`src/rtl/text_pkg.sv`:
```
// Shared definitions for the text normalizer: ASCII constants, the FSM state
// encoding and the byte classifier.
package text_pkg;

    localparam logic [7:0] CH_SPACE = 8'h20;
    localparam logic [7:0] CH_TAB   = 8'h09;
    localparam logic [7:0] CH_LF    = 8'h0A;
    localparam logic [7:0] CH_CR    = 8'h0D;
    localparam logic [7:0] CH_NUL   = 8'h00;
    localparam logic [7:0] CH_A_UP  = 8'h41;
    localparam logic [7:0] CH_Z_UP  = 8'h5A;
    localparam logic [7:0] CH_A_LO  = 8'h61;
    localparam logic [7:0] CH_Z_LO  = 8'h7A;

    typedef enum logic [1:0] {
        START = 2'd0,
        WORD  = 2'd1,
        GAP   = 2'd2
    } state_t;

    typedef enum logic [1:0] {
        LETTER = 2'd0,
        SPACE  = 2'd1,
        END    = 2'd2,
        OTHER  = 2'd3
    } class_t;

    function automatic class_t classify(input logic [7:0] b);
        if ((b >= CH_A_UP && b <= CH_Z_UP) || (b >= CH_A_LO && b <= CH_Z_LO))
            return LETTER;
        else if (b == CH_SPACE || b == CH_TAB || b == CH_LF || b == CH_CR)
            return SPACE;
        else if (b == CH_NUL)
            return END;
        else
            return OTHER;
    endfunction

endpackage

```
`src/rtl/sync_fifo.sv`:
```
// Single-clock FIFO with combinational head read from registered storage.
// Ports: clk, reset (async, active-high), wr_en/wr_data push, rd_en pops,
// rd_data is the head entry, full/empty flags, count = occupancy.
// Writes when full and reads when empty are ignored.
module sync_fifo #(
    parameter int WIDTH = 8,
    parameter int DEPTH = 8
) (
    input  logic                       clk,
    input  logic                       reset,
    input  logic                       wr_en,
    input  logic [WIDTH-1:0]           wr_data,
    input  logic                       rd_en,
    output logic [WIDTH-1:0]           rd_data,
    output logic                       full,
    output logic                       empty,
    output logic [$clog2(DEPTH):0]     count
);
    localparam int AW = $clog2(DEPTH);
    localparam logic [AW:0] FULL_CNT = DEPTH[AW:0];

    logic [WIDTH-1:0] mem [DEPTH];
    logic [AW-1:0]    wr_ptr;
    logic [AW-1:0]    rd_ptr;
    logic             push;
    logic             pop;

    assign full    = (count == FULL_CNT);
    assign empty   = (count == '0);
    assign push    = wr_en && !full;
    assign pop     = rd_en && !empty;
    assign rd_data = mem[rd_ptr];

    // Storage carries no reset; only pointers and count define validity.
    always_ff @(posedge clk) begin
        if (push)
            mem[wr_ptr] <= wr_data;
    end

    // Pointers wrap naturally because DEPTH is a power of two.
    always_ff @(posedge clk or posedge reset) begin
        if (reset) begin
            wr_ptr <= '0;
            rd_ptr <= '0;
            count  <= '0;
        end else begin
            if (push)
                wr_ptr <= wr_ptr + 1'b1;
            if (pop)
                rd_ptr <= rd_ptr + 1'b1;
            case ({push, pop})
                2'b10:   count <= count + 1'b1;
                2'b01:   count <= count - 1'b1;
                default: count <= count;
            endcase
        end
    end

endmodule

```
`src/rtl/text_normalizer.sv`:
```
// Normalizes a raw ASCII byte stream: folds letters to lower case, collapses
// whitespace runs to one 0x20, drops leading whitespace and illegal bytes,
// and buffers the result in a FIFO.
// Ports: clk, reset (async, active-high); in_valid/in_data/in_ready input
// handshake; out_valid/out_data/out_ready output handshake; count = FIFO
// occupancy; drop_count = saturating count of illegal bytes.
//
// state | meaning
// START | no pending word; whitespace and NUL are swallowed
// WORD  | inside a word; next separator emits one space
// GAP   | space already emitted; further whitespace is swallowed
module text_normalizer
    import text_pkg::*;
#(
    parameter int DEPTH = 8,
    parameter int CNT_W = 16
) (
    input  logic                     clk,
    input  logic                     reset,
    input  logic                     in_valid,
    input  logic [7:0]               in_data,
    output logic                     in_ready,
    output logic                     out_valid,
    output logic [7:0]               out_data,
    input  logic                     out_ready,
    output logic [$clog2(DEPTH):0]   count,
    output logic [CNT_W-1:0]         drop_count
);
    state_t     state;
    state_t     state_nxt;
    class_t     cls;
    logic       accept;
    logic       wr_en;
    logic [7:0] wr_data;
    logic       drop_inc;
    logic       full;
    logic       empty;

    assign in_ready  = !full;
    assign out_valid = !empty;
    assign accept    = in_valid && in_ready;
    assign cls       = classify(in_data);

    always_ff @(posedge clk or posedge reset) begin
        if (reset)
            state <= START;
        else
            state <= state_nxt;
    end

    always_comb begin
        state_nxt = state;
        wr_en     = 1'b0;
        wr_data   = CH_SPACE;
        drop_inc  = 1'b0;
        if (accept) begin
            case (cls)
                LETTER: begin
                    // Bit 5 set maps upper to lower and leaves lower unchanged.
                    wr_en     = 1'b1;
                    wr_data   = in_data | 8'h20;
                    state_nxt = WORD;
                end
                SPACE: begin
                    if (state == WORD) begin
                        wr_en     = 1'b1;
                        state_nxt = GAP;
                    end
                end
                END: begin
                    if (state == WORD)
                        wr_en = 1'b1;
                    state_nxt = START;
                end
                default: drop_inc = 1'b1;
            endcase
        end
    end

    always_ff @(posedge clk or posedge reset) begin
        if (reset)
            drop_count <= '0;
        else if (drop_inc && drop_count != '1)
            drop_count <= drop_count + 1'b1;
    end

    sync_fifo #(.WIDTH(8), .DEPTH(DEPTH)) u_fifo (
        .clk     (clk),
        .reset   (reset),
        .wr_en   (wr_en),
        .wr_data (wr_data),
        .rd_en   (out_ready),
        .rd_data (out_data),
        .full    (full),
        .empty   (empty),
        .count   (count)
    );

endmodule

```
`config.mk`:
```
export PLATFORM = sky130hd
export DESIGN_NAME = text_normalizer
export DESIGN_NICKNAME = d
export VERILOG_FILES = /design/src/rtl/text_pkg.sv /design/src/rtl/sync_fifo.sv /design/src/rtl/text_normalizer.sv
export SDC_FILE = /design/constraint.sdc
export NUM_CORES = 1
export LEC_CHECK = 0
export ABC_AREA = 0
export CORE_UTILIZATION = 36
export DETAILED_ROUTE_END_ITERATION = 12
export PLACE_DENSITY = 0.59
export SYNTH_ARGS = -nofsm -noshare
export SYNTH_HDL_FRONTEND = slang
export SYNTH_HIERARCHICAL = 1
export SYNTH_SLANG_ARGS = --single-unit
export TNS_END_PERCENT = 20
```
`constraint.sdc`:
```
create_clock -name clk -period 7.3 [get_ports clk]
set_clock_uncertainty 0.05 [all_clocks]
set_input_delay 2.19 -clock clk [delete_from_list [all_inputs] [get_ports clk]]
set_output_delay 2.19 -clock clk [all_outputs]
set_load 0.1 [all_outputs]
```
Yosys cells after proc, flatten, opt, wreduce, memory -nomap -nowiden:

Memories as Yosys holds them, arrays and structs flattened.
Cells that the tools add are included.

* memories kept: 1
* RAM bits: 64
* register bits after elaboration: 28
* word-level logic and storage cells: 62

Memories
* u_fifo.mem: depth 8, bits a word 8, read ports 1, clocked after Yosys merged registers in 0, wr ports 1, line sync_fifo.sv:22 `logic [WIDTH-1:0] mem [DEPTH];`

* equal/unequal tests: 12
* $lt $le $gt $ge: 4
* add/subtract/negate cells: 5
* reductions and logical operators: 20
* muxes and demuxes: 15

Operators with widths (number)
* 8-bit by 4-bit == test with 1-bit output (second input constant): 3
* 16-bit by 1-bit adder with 16-bit output (second input constant): 1
* 8-bit by 7-bit greater-or-equal comparator with 1-bit output (second input constant): 2
* 8-bit by 7-bit <= comparator with 1-bit output (second input constant): 2
* 8-bit two-way mux: 2
* 16-bit inequality test (second input constant): 1
* 8-bit by 6-bit == test with 1-bit output (second input constant): 1
* 8-bit logical NOT: 1
* 4-bit case mux with 2 select lines: 1
* 1-bit two-way mux: 7
* 3-bit by 1-bit adder with 3-bit output (second input constant): 2
* 2-bit by 1-bit == test with 1-bit output (second input constant): 3
* 1-bit logical AND: 6
* 2-bit two-way mux: 3
* 2-bit case mux with 3 select lines: 1
* 4-bit by 1-bit adder with 4-bit output (second input constant): 1
* 2-bit == test (second input constant): 2
* 4-bit == test (second input constant): 1
* 4-bit logical NOT: 1
* 1-bit logical OR: 4
* 4-bit by 1-bit subtractor with 4-bit output (second input constant): 1
* 3-bit AND reduction: 1
* 3-bit nonzero test: 1
* 3-bit OR reduction: 1
* 6 further kinds: 7

Depth between registers and ports, before layout:

* depth in word-level cells: 13
* depth in mapped cells: 13
* gate-level depth less buffers: 13

Cells and area by module:

Netlist, hierarchy kept.

By module, submodules not included
* sync_fifo: sequential area each 2172.1 µm², area an instance 3135.5 µm², cells each 161, instances 1
* text_normalizer: sequential area each 450.4 µm², area an instance 1191.1 µm², cells each 120, instances 1

Least setup slack after synthesis:

Ideal clock, no wire load.

* path kind: input to register
* from: input in_data[1]
* to: register u_fifo.count[3]
* cell stages on the path: 13
* setup slack: 1.385 ns
* arrival time: 5.731 ns
* required time: 7.116 ns
* cells stage by stage: nor4_2 mux2_2 o21ai_0 inv_1 ha_1 a31oi_1 nor3b_1 nand2_2 ha_1 ha_1 or4b_2 o311ai_0 o211ai_1

* word-level cells in the longest chain between the ends: 13
* elaborated cells between the ends (all ways): 29
* classes of those cells: 4 x order compare; 8 x eq/ne; 6 x mux; 11 x reduce/logical

Ends and longest elaborated chain
* start: declaration: line text_normalizer.sv:21 `input logic [7:0] in_data,`
* parallel branches: the longest is 5 deep, another holds 8-bit by 7-bit greater-or-equal comparator with 1-bit output
* 2-bit two-way mux (*): line text_pkg.sv:29 `if ((b >= CH_A_UP && b <= CH_Z_UP) || (b >= CH_A_LO && b <= CH_Z_LO))`
* 2-bit == test / 2-bit by 1-bit == test with 1-bit output (equally long branches): line text_normalizer.sv:57 `case (cls)`
* 2-bit OR reduction (no source line)
* 1-bit case mux with 2 select lines (*): line text_normalizer.sv:57
* 1-bit two-way mux (*): line text_normalizer.sv:56 `if (accept) begin`
* named net wr_en: line text_normalizer.sv:33 `logic wr_en;`
* 1-bit logical AND (*): line sync_fifo.sv:30 `assign push = wr_en && !full;`
* 2-bit by 1-bit == test with 1-bit output / 2-bit == test (equally long branches): line sync_fifo.sv:51 `case ({push, pop})`
* 4-bit case mux with 2 select lines / 2-bit nonzero test (equally long branches)
* end signal: assignment: line sync_fifo.sv:52 `2'b10: count <= count + 1'b1;`
* end signal: assignment: line sync_fifo.sv:53 `2'b01: count <= count - 1'b1;`
* end signal: assignment: line sync_fifo.sv:54 `default: count <= count;`
* end: declaration: line sync_fifo.sv:17 `output logic [$clog2(DEPTH):0] count`

Mark *: on every way through the listed nets, which the timed path passes.
A chain may end at the register's enable or synchronous reset.

Worst setup path after layout:

* from: input in_data[0]
* to: register u_fifo.count[3]

Same word-level chain as after synthesis.

==> impl_metrics.csv <==
group,metric,value,unit
pwr,power_density,407.2,nW/µm²
setup_path,critical_path.max_stage_delay,0.62,ns
floorplan,floorplan.initialDensity,37.41,%
timing,setup_viol_count_final,0,
yosys,post_synth.cell_area_avg,15.40,µm²
setup_path,path_max_fanout,9,
yosys,post_synth_inst_count,281,
setup_path,path_class,"input port to register",
setup_path,worstPathCellList,"clkdlybuf4s50_1, nor4_2, mux2_2, o21ai_0, inv_1, ha_1, a31oi_1, nor3b_1, nand2_2, ha_1, ha_1, or4b_2, o311ai_0, o211ai_1",
timing,fin_tns_setup,0,ns
drt,post_drt_via_cell_ratio,5.247,
final_layout,layout_cells_sized_above_1,12.09,%
timing,slew-limit-headroom,34.68,%
place,routabilityCongestion,0.7542,
job,drv_cap,0,
place,place_worst_setup_slack,0.4423,ns
floorplan,core,11560,µm²
timing,fin_crit,6.515,ns
yosys,synthesized_flop_and_latch_total,92,
drt,top_layer_used,"met4",
cts,cts_repair_resize_count,0,
place,hpwlAfterDp,5493,µm
global_route,grt_antenna_before_repair,0,
drt,drt-total-wl,8189,µm
global_route,global_route.usage.total,14.03,%
pwr,pwr-share-seq,34.3,%
pwr,max-vdd-ir-drop,0.3592,mV
setup_path,critPathArrivalTime,6.68,ns
setup_path,cpLargestDelayFamily,"simple AND/OR/NAND/NOR gates",
setup_path,critical_path_required,7.47,ns
cts,cts_tree,"built",
timing,achievable-frequency,0.1535,GHz
final_layout,n_antenna_cell,0,
drt,drt-met1-wl,3768,µm
yosys,count_of_flip_flops_with_a_built_in_enable_after_synthesis,64,
floorplan,die_y,111.6,µm
cts,clock_tree.htree_level_count,3,
floorplan,io-pin-count,42,
run_status,failed_checks,"DRC",
cts,cts-root-buf,"sky130_fd_sc_hd__clkbuf_16",
timing,layout_setup_ws,0.7854,ns
floorplan,chipWidth,111.6,µm
setup_path,reg2reg_slack,3.49,ns
drt,vias,2529,
pwr,clkPwrFrac,21.8,%
pwr,netSwitchingPower,968.8,µW
place,place.port_buffers,41,
pwr,swShare,45.81,%
setup_path,cpMaxStageDelayCell,"sky130_fd_sc_hd__or4b_2",
pwr,comb_power_share,43.9,%
yosys,synth_flop_cell,"sky130_fd_sc_hd__edfxtp_1",
final_layout,num-nets-final,358,
drt,drt.antenna.violating_nets,0,
pwr,power.internal,1146,µW
run_status,run_status,"complete, but fails checks",
place,placedInstanceArea,4893,µm²
final_layout,post_layout_nonfiller_instances,482,
floorplan,dieArea,12460,µm²
drt,wire_per_inst,16.99,µm
worst_hold_path,holdCritPathClass,"register to register",
final_layout,layout.cell_area.non_filler,5194,µm²
cts,clock_sink_count,92,
global_route,first_global_vias,2569,
setup_path,critPathCaptureType,"register",
drt,dr.first_iter.drc_count,149,
yosys,async_flop_share,30.43,%
drt,wl_met3,308,µm
global_route,grt_pass1_wl,13110,µm
timing,slew_violations,0,
cts,clock_insertion_delay_worst_skew,0.34,ns
cts,cts_buffer_count,9,
drt,route.detailed.drc,1,
yosys,synth_cell_type_count,57,
drt,drtPass1Iterations,8,
pwr,power.total,2115,µW
setup_path,setup.worst_path.start_class,"input port",
final_layout,flow.area_growth_from_synthesis,20.04,%
yosys,post_synth_instance_area,4327,µm²
timing,report.final.hold_viol_count,0,
cts,cts_max_path_buffers,2,
floorplan,placementRows,39,
global_route,globalRoute.totalOverflow,0,
drt,wl_met2,3989,µm
cts,clkTransAtPathRegs,0.07,ns
pwr,total_leakage_power,0.001946,µW
cts,cts.repair_timing.setup_buffer_count,0,
cts,cts_hold_buffers,0,
yosys,count_of_warnings_emitted_by_yosys,6,
yosys,synth.yosys.seq_area_share,60.61,%
timing,worst_pin_slew,0.9767,ns
global_route,grt_start_max_net_pins,20,
setup_path,critPathMostFrequentCell,"sky130_fd_sc_hd__ha_1",
setup_path,cp.buffers_inverters,2,
timing,fin_crit_sh,89.24,%
place,placedCellCount,466,
timing,rsz_0062_raised_after_global_routing,"false",
[cell type report]
cell class / instances / area [µm²]
Timing Repair Buffer: 43 / 425.4
Sequential cell: 92 / 2623
Tap cell: 143 / 178.9
Multi-Input combinational cell: 174 / 1614
Fill cell: 1015 / 6371
Clock buffer: 9 / 225.2
Clock inverter: 7 / 75.07
Inverter: 14 / 52.55
[synthesized netlist by cell type, types with 2 or more instances]
master / n / area share, %
sky130_fd_sc_hd__nand3_1: 15 / 1.7
sky130_fd_sc_hd__buf_6: 2 / 0.52
sky130_fd_sc_hd__clkbuf_1: 2 / 0.17
sky130_fd_sc_hd__nor3b_1: 3 / 0.52
sky130_fd_sc_hd__mux2i_1: 2 / 0.46
sky130_fd_sc_hd__and3_1: 9 / 1.3
sky130_fd_sc_hd__xnor2_1: 16 / 3.2
sky130_fd_sc_hd__nand4_1: 7 / 1.0
sky130_fd_sc_hd__buf_2: 2 / 0.23
sky130_fd_sc_hd__nor2b_1: 2 / 0.29
sky130_fd_sc_hd__nand3b_1: 2 / 0.35
sky130_fd_sc_hd__mux4_1: 16 / 9.7
sky130_fd_sc_hd__mux2_2: 11 / 2.9
sky130_fd_sc_hd__inv_1: 14 / 1.2
sky130_fd_sc_hd__mux2_1: 2 / 0.52
sky130_fd_sc_hd__nand2b_1: 4 / 0.58
sky130_fd_sc_hd__edfxtp_1: 64 / 44
sky130_fd_sc_hd__ha_1: 11 / 3.2
sky130_fd_sc_hd__o21ai_0: 4 / 0.46
sky130_fd_sc_hd__nand2_1: 9 / 0.78
sky130_fd_sc_hd__nor3_1: 3 / 0.35
sky130_fd_sc_hd__nor4_1: 2 / 0.29
sky130_fd_sc_hd__xor2_1: 4 / 0.81
sky130_fd_sc_hd__dfrtp_1: 28 / 16
sky130_fd_sc_hd__a21oi_1: 4 / 0.46
sky130_fd_sc_hd__nor2_1: 12 / 1.0
[logic make-up (layout without fill, tap and decap cells)]
kind of cell	Yosys count	after routing	synth area share, %
XOR/XNOR	20	20	4.048
buffers and inverters	22	73	2.689
AO/OA/AOI/OAI	21	21	3.644
flip-flops	92	92	60.61
other	1	8	0.08667
adder cells (fa/ha/maj)	12	12	3.644
AND/OR/NAND/NOR	81	81	11.36
multiplexers	32	32	13.91
[metrics by stage]
step | util [%] | hold slack [ns]
finish | 44.91 | 0.4518
CTS | 44.91 | 0.4540
floorplan | - | 0.4268
global route | 44.91 | 0.4914
global placement | 42.31 | 0.4360
detailed placement | 42.31 | 0.4432
[worst register-to-register path: stages, from the launching register on]
cell,delay [ns]
sky130_fd_sc_hd__dfrtp_1,0.50
sky130_fd_sc_hd__or4b_4,0.24
sky130_fd_sc_hd__inv_1,0.07
sky130_fd_sc_hd__nor2b_1,0.56
sky130_fd_sc_hd__nor3b_1,0.54
sky130_fd_sc_hd__nand2_2,0.15
sky130_fd_sc_hd__ha_1,0.34
sky130_fd_sc_hd__ha_1,0.37
sky130_fd_sc_hd__or4b_2,0.62
sky130_fd_sc_hd__o311ai_0,0.12
sky130_fd_sc_hd__o211ai_1,0.12
[power by group through the flow]
stage               combinational, µW  clock [µW]  sequential [µW]
finish                            928         462              726
floorplan                         603           0              876
global route                      973         493              743
detailed placement                932           0              740
global placement                  922           0              741
CTS                               933         473              730
[flip-flops by register name (all words and copies together), names as in the netlist]
register       flops
drop_count        16
state              2
u_fifo/count       4
u_fifo/mem        64
u_fifo/rd_ptr      3
u_fifo/wr_ptr      3
[worst paths after layout]
path	startpoint	end	depth (start not counted)
min	drop_count[10]$_DFFE_PP0P_	drop_count[10]$_DFFE_PP0P_	1
max	in_data[0]	u_fifo/count[3]$_DFFE_PP0P_	14
max in group asynchronous	reset	drop_count[3]$_DFFE_PP0P_	2
min in group asynchronous	reset	u_fifo/wr_ptr[0]$_DFFE_PP0P_	2
max reg2reg	u_fifo/count[0]$_DFFE_PP0P_	u_fifo/count[3]$_DFFE_PP0P_	10
min reg2reg	drop_count[10]$_DFFE_PP0P_	drop_count[10]$_DFFE_PP0P_	1
[layer usage]
metal | vias to the layer above | track usage (%)
li1 | 1189 | -
met3 | 10 | 2.885
met1 | 1267 | 18.09
met4 | 0 | 6.486
met5 | - | 0
met2 | 63 | 22.77
[cell usage in the layout, fill, tap and decap left out, types with 4 or more instances in the layout]
cell type / n
sky130_fd_sc_hd__ha_1: 11
sky130_fd_sc_hd__clkdlybuf4s50_1: 41
sky130_fd_sc_hd__nand3_1: 15
sky130_fd_sc_hd__o21ai_0: 4
sky130_fd_sc_hd__conb_1: 8
sky130_fd_sc_hd__nand4_1: 7
sky130_fd_sc_hd__nand2_1: 9
sky130_fd_sc_hd__xnor2_1: 16
sky130_fd_sc_hd__inv_1: 14
sky130_fd_sc_hd__and3_1: 9
sky130_fd_sc_hd__edfxtp_1: 64
sky130_fd_sc_hd__mux2_2: 11
sky130_fd_sc_hd__nand2b_1: 4
sky130_fd_sc_hd__clkbuf_16: 9
sky130_fd_sc_hd__dfrtp_1: 28
sky130_fd_sc_hd__nor2_1: 12
sky130_fd_sc_hd__a21oi_1: 4
sky130_fd_sc_hd__xor2_1: 4
sky130_fd_sc_hd__mux4_1: 16
Power figures use the tool's default switching activity.
